--- config.mk ---
export PLATFORM = sky130hd
export DESIGN_NAME = output_interface_flat
export DESIGN_NICKNAME = d
export VERILOG_FILES = /design/src/rtl/output_interface_pkg.sv /design/src/rtl/output_interface_if.sv /design/src/rtl/output_interface_rr_arbiter4.sv /design/src/rtl/output_interface.sv /design/src/flat_wrapper.sv
export SDC_FILE = /design/constraint.sdc
export NUM_CORES = 1
export LEC_CHECK = 0
export ABC_AREA = 1
export BUFFER_PORTS_ARGS = -buffer_cell sky130_fd_sc_hd__buf_2
export CAP_MARGIN = 20
export CORE_AREA = 2 2 130 132
export DETAILED_ROUTE_END_ITERATION = 10
export DIE_AREA = 0 0 132 134
export HOLD_SLACK_MARGIN = 0.12
export PLACE_DENSITY_LB_ADDON = 0.25
export SKIP_LAST_GASP = 1
export SLEW_MARGIN = 40
export SYNTH_ARGS = -nofsm -noshare
export SYNTH_HDL_FRONTEND = slang
export SYNTH_SLANG_ARGS = --single-unit
--- constraint.sdc ---
create_clock -name clk -period 2.3 [get_ports clk]
set_input_delay 0.23 -clock clk [delete_from_list [all_inputs] [get_ports clk]]
set_output_delay 0.23 -clock clk [all_outputs]
set_load 0.02 [all_outputs]
--- src/rtl/output_interface_pkg.sv ---
// Shared NoC router definitions: default packet width, one-hot output port ids
// and packet field positions also used by routing_algo.
package output_interface_pkg;

  localparam int unsigned DATA_WIDTH_DEF = 64;

  // One-hot output port identifiers
  localparam logic [4:0] DIR_L  = 5'b10000;
  localparam logic [4:0] DIR_R  = 5'b01000;
  localparam logic [4:0] DIR_U  = 5'b00100;
  localparam logic [4:0] DIR_D  = 5'b00010;
  localparam logic [4:0] DIR_PE = 5'b00001;

  // Packet header fields (destination coordinates in the top bits)
  localparam int unsigned PKT_DST_X_MSB = 63;
  localparam int unsigned PKT_DST_X_LSB = 60;
  localparam int unsigned PKT_DST_Y_MSB = 59;
  localparam int unsigned PKT_DST_Y_LSB = 56;

  // Number of requesting input interfaces per output port
  localparam int unsigned NUM_REQ = 4;

endpackage

--- src/rtl/output_interface_if.sv ---
// Bundle between the four input interfaces, one output port and the downstream
// receiver.
//  req_k/data_k   : request and packet from input interface k (k=1..4)
//  buf_clear_k    : one-cycle clear back to input interface k
//  so/datao       : send strobe and packet to the next router or PE
//  ro             : downstream ready
// Modport slave is the output port block, master is everything around it.
interface output_interface_if #(
  parameter int unsigned DATA_WIDTH = output_interface_pkg::DATA_WIDTH_DEF
);
  logic                  req_1, req_2, req_3, req_4;
  logic [DATA_WIDTH-1:0] data_1, data_2, data_3, data_4;
  logic                  buf_clear_1, buf_clear_2, buf_clear_3, buf_clear_4;
  logic                  so;
  logic                  ro;
  logic [DATA_WIDTH-1:0] datao;

  modport slave (
    input  req_1, req_2, req_3, req_4,
    input  data_1, data_2, data_3, data_4,
    input  ro,
    output buf_clear_1, buf_clear_2, buf_clear_3, buf_clear_4,
    output so, datao
  );

  modport master (
    output req_1, req_2, req_3, req_4,
    output data_1, data_2, data_3, data_4,
    output ro,
    input  buf_clear_1, buf_clear_2, buf_clear_3, buf_clear_4,
    input  so, datao
  );
endinterface

--- src/rtl/output_interface_rr_arbiter4.sv ---
// Four-way round-robin arbiter, pure combinational.
//  req     : request vector, bit i = input interface i+1
//  ptr     : last granted input number modulo 4, so the search starts at bit ptr
//  en      : grant enable (buffer can accept)
//  gnt     : one-hot grant, zero when en=0 or no request
//  gnt_idx : index of the granted bit (valid when gnt != 0)
module rr_arbiter4 (
  input  logic [3:0] req,
  input  logic [1:0] ptr,
  input  logic       en,
  output logic [3:0] gnt,
  output logic [1:0] gnt_idx
);

  logic       found;
  logic [1:0] idx;

  always_comb begin
    gnt     = '0;
    gnt_idx = '0;
    found   = 1'b0;
    idx     = '0;
    for (int i = 0; i < 4; i++) begin
      idx = ptr + 2'(i);
      if (!found && req[idx]) begin
        found   = 1'b1;
        gnt_idx = idx;
      end
    end
    if (en && found) begin
      gnt[gnt_idx] = 1'b1;
    end
  end

endmodule

--- src/rtl/output_interface.sv ---
// One router output port: round-robin picks one of four input requests, clears
// the winner's input channel and holds the packet in a 1-entry buffer that is
// sent downstream over the so/ro handshake. Drain and refill may share an edge.
//  clk, rst : clock and asynchronous active-high reset
//  bus      : request/data/clear bundle plus so/ro/datao (slave side)
module output_interface
  import output_interface_pkg::*;
#(
  parameter int unsigned DATA_WIDTH = DATA_WIDTH_DEF,
  parameter logic [4:0]  DIRECTION  = DIR_L,
  parameter logic [1:0]  PTR_INIT   = 2'd0
) (
  input  logic               clk,
  input  logic               rst,
  output_interface_if.slave  bus
);

  if (!$onehot(DIRECTION)) begin : g_bad_direction
    $error("output_interface: DIRECTION must be one-hot");
  end

  logic                  so_q;
  logic [DATA_WIDTH-1:0] datao_q;
  logic [1:0]            ptr_q;

  logic                  acc;
  logic [NUM_REQ-1:0]    req;
  logic [NUM_REQ-1:0]    gnt;
  logic [NUM_REQ-1:0]    buf_clear;
  logic [1:0]            gnt_idx;
  logic [DATA_WIDTH-1:0] data_sel;

  assign req = {bus.req_4, bus.req_3, bus.req_2, bus.req_1};

  // Gated by rst so no clear leaks out while the block is held in reset
  assign acc = ~rst & (~so_q | bus.ro);

  rr_arbiter4 u_arb (
    .req     (req),
    .ptr     (ptr_q),
    .en      (acc),
    .gnt     (gnt),
    .gnt_idx (gnt_idx)
  );

  assign buf_clear       = gnt & {NUM_REQ{acc}};
  assign bus.buf_clear_1 = buf_clear[0];
  assign bus.buf_clear_2 = buf_clear[1];
  assign bus.buf_clear_3 = buf_clear[2];
  assign bus.buf_clear_4 = buf_clear[3];

  always_comb begin
    data_sel = '0;
    unique case (gnt_idx)
      2'd0: data_sel = bus.data_1;
      2'd1: data_sel = bus.data_2;
      2'd2: data_sel = bus.data_3;
      2'd3: data_sel = bus.data_4;
      default: data_sel = '0;
    endcase
  end

  always_ff @(posedge clk or posedge rst) begin
    if (rst) begin
      so_q    <= 1'b0;
      datao_q <= '0;
      ptr_q   <= PTR_INIT;
    end else if (|buf_clear) begin
      so_q    <= 1'b1;
      datao_q <= data_sel;
      // Pointer holds input number k mod 4, i.e. next search starts after k
      ptr_q   <= gnt_idx + 2'd1;
    end else if (so_q && bus.ro) begin
      so_q    <= 1'b0;
    end
  end

  assign bus.so    = so_q;
  assign bus.datao = datao_q;

endmodule

--- src/flat_wrapper.sv ---
// flat-port wrapper written by rule: the top's interface ports become plain ports
module output_interface_flat import output_interface_pkg::*;
#(
  parameter int unsigned DATA_WIDTH = DATA_WIDTH_DEF,
  parameter logic [4:0]  DIRECTION  = DIR_L,
  parameter logic [1:0]  PTR_INIT   = 2'd0
)
  (clk, rst, bus_req_1, bus_req_2, bus_req_3, bus_req_4, bus_data_1, bus_data_2, bus_data_3, bus_data_4, bus_ro, bus_buf_clear_1, bus_buf_clear_2, bus_buf_clear_3, bus_buf_clear_4, bus_so, bus_datao);
  output_interface_if #(.DATA_WIDTH(DATA_WIDTH)) bus_i ();
  input  logic clk;
  input  logic rst;
  input wire logic [$bits(bus_i.req_1)-1:0] bus_req_1;
  input wire logic [$bits(bus_i.req_2)-1:0] bus_req_2;
  input wire logic [$bits(bus_i.req_3)-1:0] bus_req_3;
  input wire logic [$bits(bus_i.req_4)-1:0] bus_req_4;
  input wire logic [$bits(bus_i.data_1)-1:0] bus_data_1;
  input wire logic [$bits(bus_i.data_2)-1:0] bus_data_2;
  input wire logic [$bits(bus_i.data_3)-1:0] bus_data_3;
  input wire logic [$bits(bus_i.data_4)-1:0] bus_data_4;
  input wire logic [$bits(bus_i.ro)-1:0] bus_ro;
  output wire logic [$bits(bus_i.buf_clear_1)-1:0] bus_buf_clear_1;
  output wire logic [$bits(bus_i.buf_clear_2)-1:0] bus_buf_clear_2;
  output wire logic [$bits(bus_i.buf_clear_3)-1:0] bus_buf_clear_3;
  output wire logic [$bits(bus_i.buf_clear_4)-1:0] bus_buf_clear_4;
  output wire logic [$bits(bus_i.so)-1:0] bus_so;
  output wire logic [$bits(bus_i.datao)-1:0] bus_datao;
  assign bus_i.req_1 = bus_req_1;
  assign bus_i.req_2 = bus_req_2;
  assign bus_i.req_3 = bus_req_3;
  assign bus_i.req_4 = bus_req_4;
  assign bus_i.data_1 = bus_data_1;
  assign bus_i.data_2 = bus_data_2;
  assign bus_i.data_3 = bus_data_3;
  assign bus_i.data_4 = bus_data_4;
  assign bus_i.ro = bus_ro;
  assign bus_buf_clear_1 = bus_i.buf_clear_1;
  assign bus_buf_clear_2 = bus_i.buf_clear_2;
  assign bus_buf_clear_3 = bus_i.buf_clear_3;
  assign bus_buf_clear_4 = bus_i.buf_clear_4;
  assign bus_so = bus_i.so;
  assign bus_datao = bus_i.datao;
  output_interface #(.DATA_WIDTH(DATA_WIDTH), .DIRECTION(DIRECTION), .PTR_INIT(PTR_INIT)) u_core (.clk(clk), .rst(rst), .bus(bus_i));
endmodule
==> impl_metrics.ini <==
[synthesis]
ys_seq_area_frac = 0.351
synth_simple_gate_area_share = 0.316
synth_top_cell_by_area = dfrtp_1
synth_area_leaders = dfrtp_1, nand2_1, a32oi_1, nand3_1, a21oi_1
syn-cell-area_um2 = 4780
synth_xor_area_frac = 0
synthCells = 716
synth_fa_ha_area_frac = 0.0131
synth_top_family_by_area = simple AND/OR/NAND/NOR gates
avgSynthCellArea_um2 = 6.67
ys_ff_latch = 67
synth_cell_types = 24
synth_fp_nets = 984
synth_compound_area_frac = 0.196
synth_top_area_share = 0.351
yosys_warnings = 0
synth_mux_area_frac = 0

[clock_tree]
cts_root_buf = clkbuf_16
numCtsBuffers = 9
clock_latency_ps = 340
clk_pin_slew_ps = 60
cts.sinks = 67
clockBufferDepth = 2
cts_tree = yes
h-tree-depth = 3

[worst_setup_path]
max_stage_delay_ps = 440
cp_cell_sequence = buf_2 > nand2_1 > nand3_2 > nand2_4 > inv_1 > nand2_2 > o21a_1 > o211ai_1 > nand2_2 > inv_4 > ha_4 > buf_8 > o211ai_4 > nand2_4 > buf_12 > clkbuf_16 > nand2_1 > nand2_1
cp_max_fo = 8
crit_required_ps = 2530
crit_path_end_kind = flip-flop
start_kind = flip-flop
cp.arrival_ps = 2940
worst-path-buf-inv = 6
cp_slowest_cell = dfrtp_2
cp_common_cell = nand2_1
crit_type = reg2reg
critPathTopFamily = buffers and inverters

[timing]
post-route-period-util = 1.18
slew_headroom = 0.598
rsz0062_at_grt = true
slew_viol_final = 0
final.setup.worst_slack_ps = -418
fin_skew_ps = 7.94
finalHoldViolCount = 0
max_freq_mhz = 368
final.min_clock_period_ps = 2720
tightest_slew_ps = 603
setup_viol_count_final = 71

[finish]
antenna_cells = 0
fin_util = 0.503
postLayoutCellArea_um2 = 8190
syn2layout_area_growth_pct = 71.5
nFillCells = 1625
drive_gt1_frac = 0.459
final_nets = 1349
ff_latch_area_um2 = 1680
multi_input_area_um2 = 2840

[grt]
grtUsageTotal = 0.213
grt_max_degree = 61
grt_use_met2 = 0.391
grt_pass1_vias = 6137
gr-usage-met1 = 0.245
antenna_found_initial = 0
grt_pass1_wl_mm = 30.2
use_met3 = 0.0427
gr-total-overflow = 0
grt-busiest-layer = met2

[die]
die_h_um = 134
initial_utilization = 0.293
ios = 332
die_area_um2 = 17700
fp-row-count = 47
die_x_um = 132
coreArea_um2 = 16300

[run_status]
status = finished, violations left
violations = negative setup slack

[placed_design]
port_buffers = 331
pre_cts_slack_ps = -291
place_area_um2 = 6990
dp_hpwl_mm = 13.6
place.gp.congestion = 0.860

[drt]
route.vias.total = 6329
drc = 0
drt_iter0_drc = 273
postRouteWirelength_mm = 20.6
via_per_inst = 4.85
antenna_left = 0
dr.pass1.iters = 5
wl_per_cell_um = 15.8

[run]
cap_violations = 0

[worst_hold_path]
hp-class = in2reg
-- timing repair --
item | CTS | global route
endpoints found under the setup margin | 71 | 71
pin swaps | 20 | 27
gates cloned | 5 | 5
endpoints found under the hold margin | 67 | 0
hold buffers | 1 | 0
resized for setup | 64 | 59
setup buffers | 20 | 6
-- cells by family (layout without fill, tap and decap cells) --
kind of cell	count (synthesis)	count (layout)
adder cells (fa/ha/maj)	5	5
AND/OR/NAND/NOR	372	372
buffers and inverters	137	506
AO/OA/AOI/OAI	135	135
flip-flops	67	67
-- worst reg2reg max path, cell delays in order (launching register included) --
cell	delay, ps
dfrtp_2	440
buf_2	170
nand2_1	90
nand3_2	110
nand2_4	80
inv_1	70
nand2_2	70
o21a_1	120
o211ai_1	110
nand2_2	180
inv_4	70
ha_4	180
buf_8	140
o211ai_4	240
nand2_4	120
buf_12	160
clkbuf_16	160
nand2_1	70
nand2_1	50
-- layer usage --
| layer | vias to the layer above | routed length (µm) |
|---|---|---|
| li1 | 3102 | - |
| met4 | 0 | 430 |
| met5 | - | 0 |
| met3 | 30 | 1530 |
| met1 | 2915 | 8240 |
| met2 | 282 | 10400 |
-- per-stage QoR --
step                hold WS [ps]  instances  setup TNS, ps
floorplan                    415        716          -30.6
global placement             308       1255         -13560
detailed placement           313       1255         -14250
CTS                          155       1296         -19370
global route                 193       1305         -37150
finish                       166       1305         -26390
-- path summary, 6_finish.rpt --
check	start	endpoint	slack [ps]	depth (start not counted)
setup / recovery	u_core.ptr_q[0]$_DFFE_PP0P_	u_core.bus.datao[53]$_DFFE_PP0P_	-420	18
hold / removal	bus_ro	u_core.bus.so$_DFFE_PP0P_	170	4
setup reg to reg	u_core.ptr_q[0]$_DFFE_PP0P_	u_core.bus.datao[53]$_DFFE_PP0P_	-420	18
hold reg to reg	u_core.bus.datao[36]$_DFFE_PP0P_	u_core.bus.datao[36]$_DFFE_PP0P_	500	2
max in group asynchronous	rst	u_core.ptr_q[1]$_DFFE_PP0P_	1250	4
min in group asynchronous	rst	u_core.bus.datao[28]$_DFFE_PP0P_	520	4
-- flip-flops by register name, indices dropped and copies added, names as in the netlist --
register          cells
u_core.bus.datao     64
u_core.bus.so         1
u_core.ptr_q          2
-- cells in the final DEF (no fill, tap or decap), drive strengths merged --
master / count
nand2: 292
nand3b: 1
nand3: 72
o21ai: 2
dlygate4sd3: 1
o211ai: 3
nor2: 5
clkinvlp: 1
a21oi: 65
ha: 5
clkbuf: 15
dfrtp: 67
a32oi: 64
inv: 79
nand4: 1
o21a: 1
buf: 405
clkinv: 2
bufinv: 3
and2: 1
-- area by class of cell --
cell class / count / area share
Multi-Input combinational cell: 512 / 0.347
Sequential cell: 67 / 0.205
Inverter: 80 / 0.0385
Timing Repair Buffer: 411 / 0.336
Clock buffer: 10 / 0.0280
Clock inverter: 5 / 0.0125
Tap cell: 220 / 0.0336
-- cells in the mapped netlist --
library cell,number
o21ai_0,1
clkbuf_1,25
nand2_1,292
buf_1,10
and2_1,1
nand4_1,1
nand3_1,71
dfrtp_1,67
ha_1,5
o211ai_2,2
buf_6,5
inv_2,1
nor2_4,1
a21oi_1,65
nand3_2,1
a32oi_1,64
buf_4,8
o21ai_1,1
o21a_1,1
nand3b_1,1
inv_1,79
nor2_1,4
buf_2,9
o211ai_1,1
Power is not shown: default switching activity piles up to over one toggle a cycle in this logic, so the estimate is an artifact.
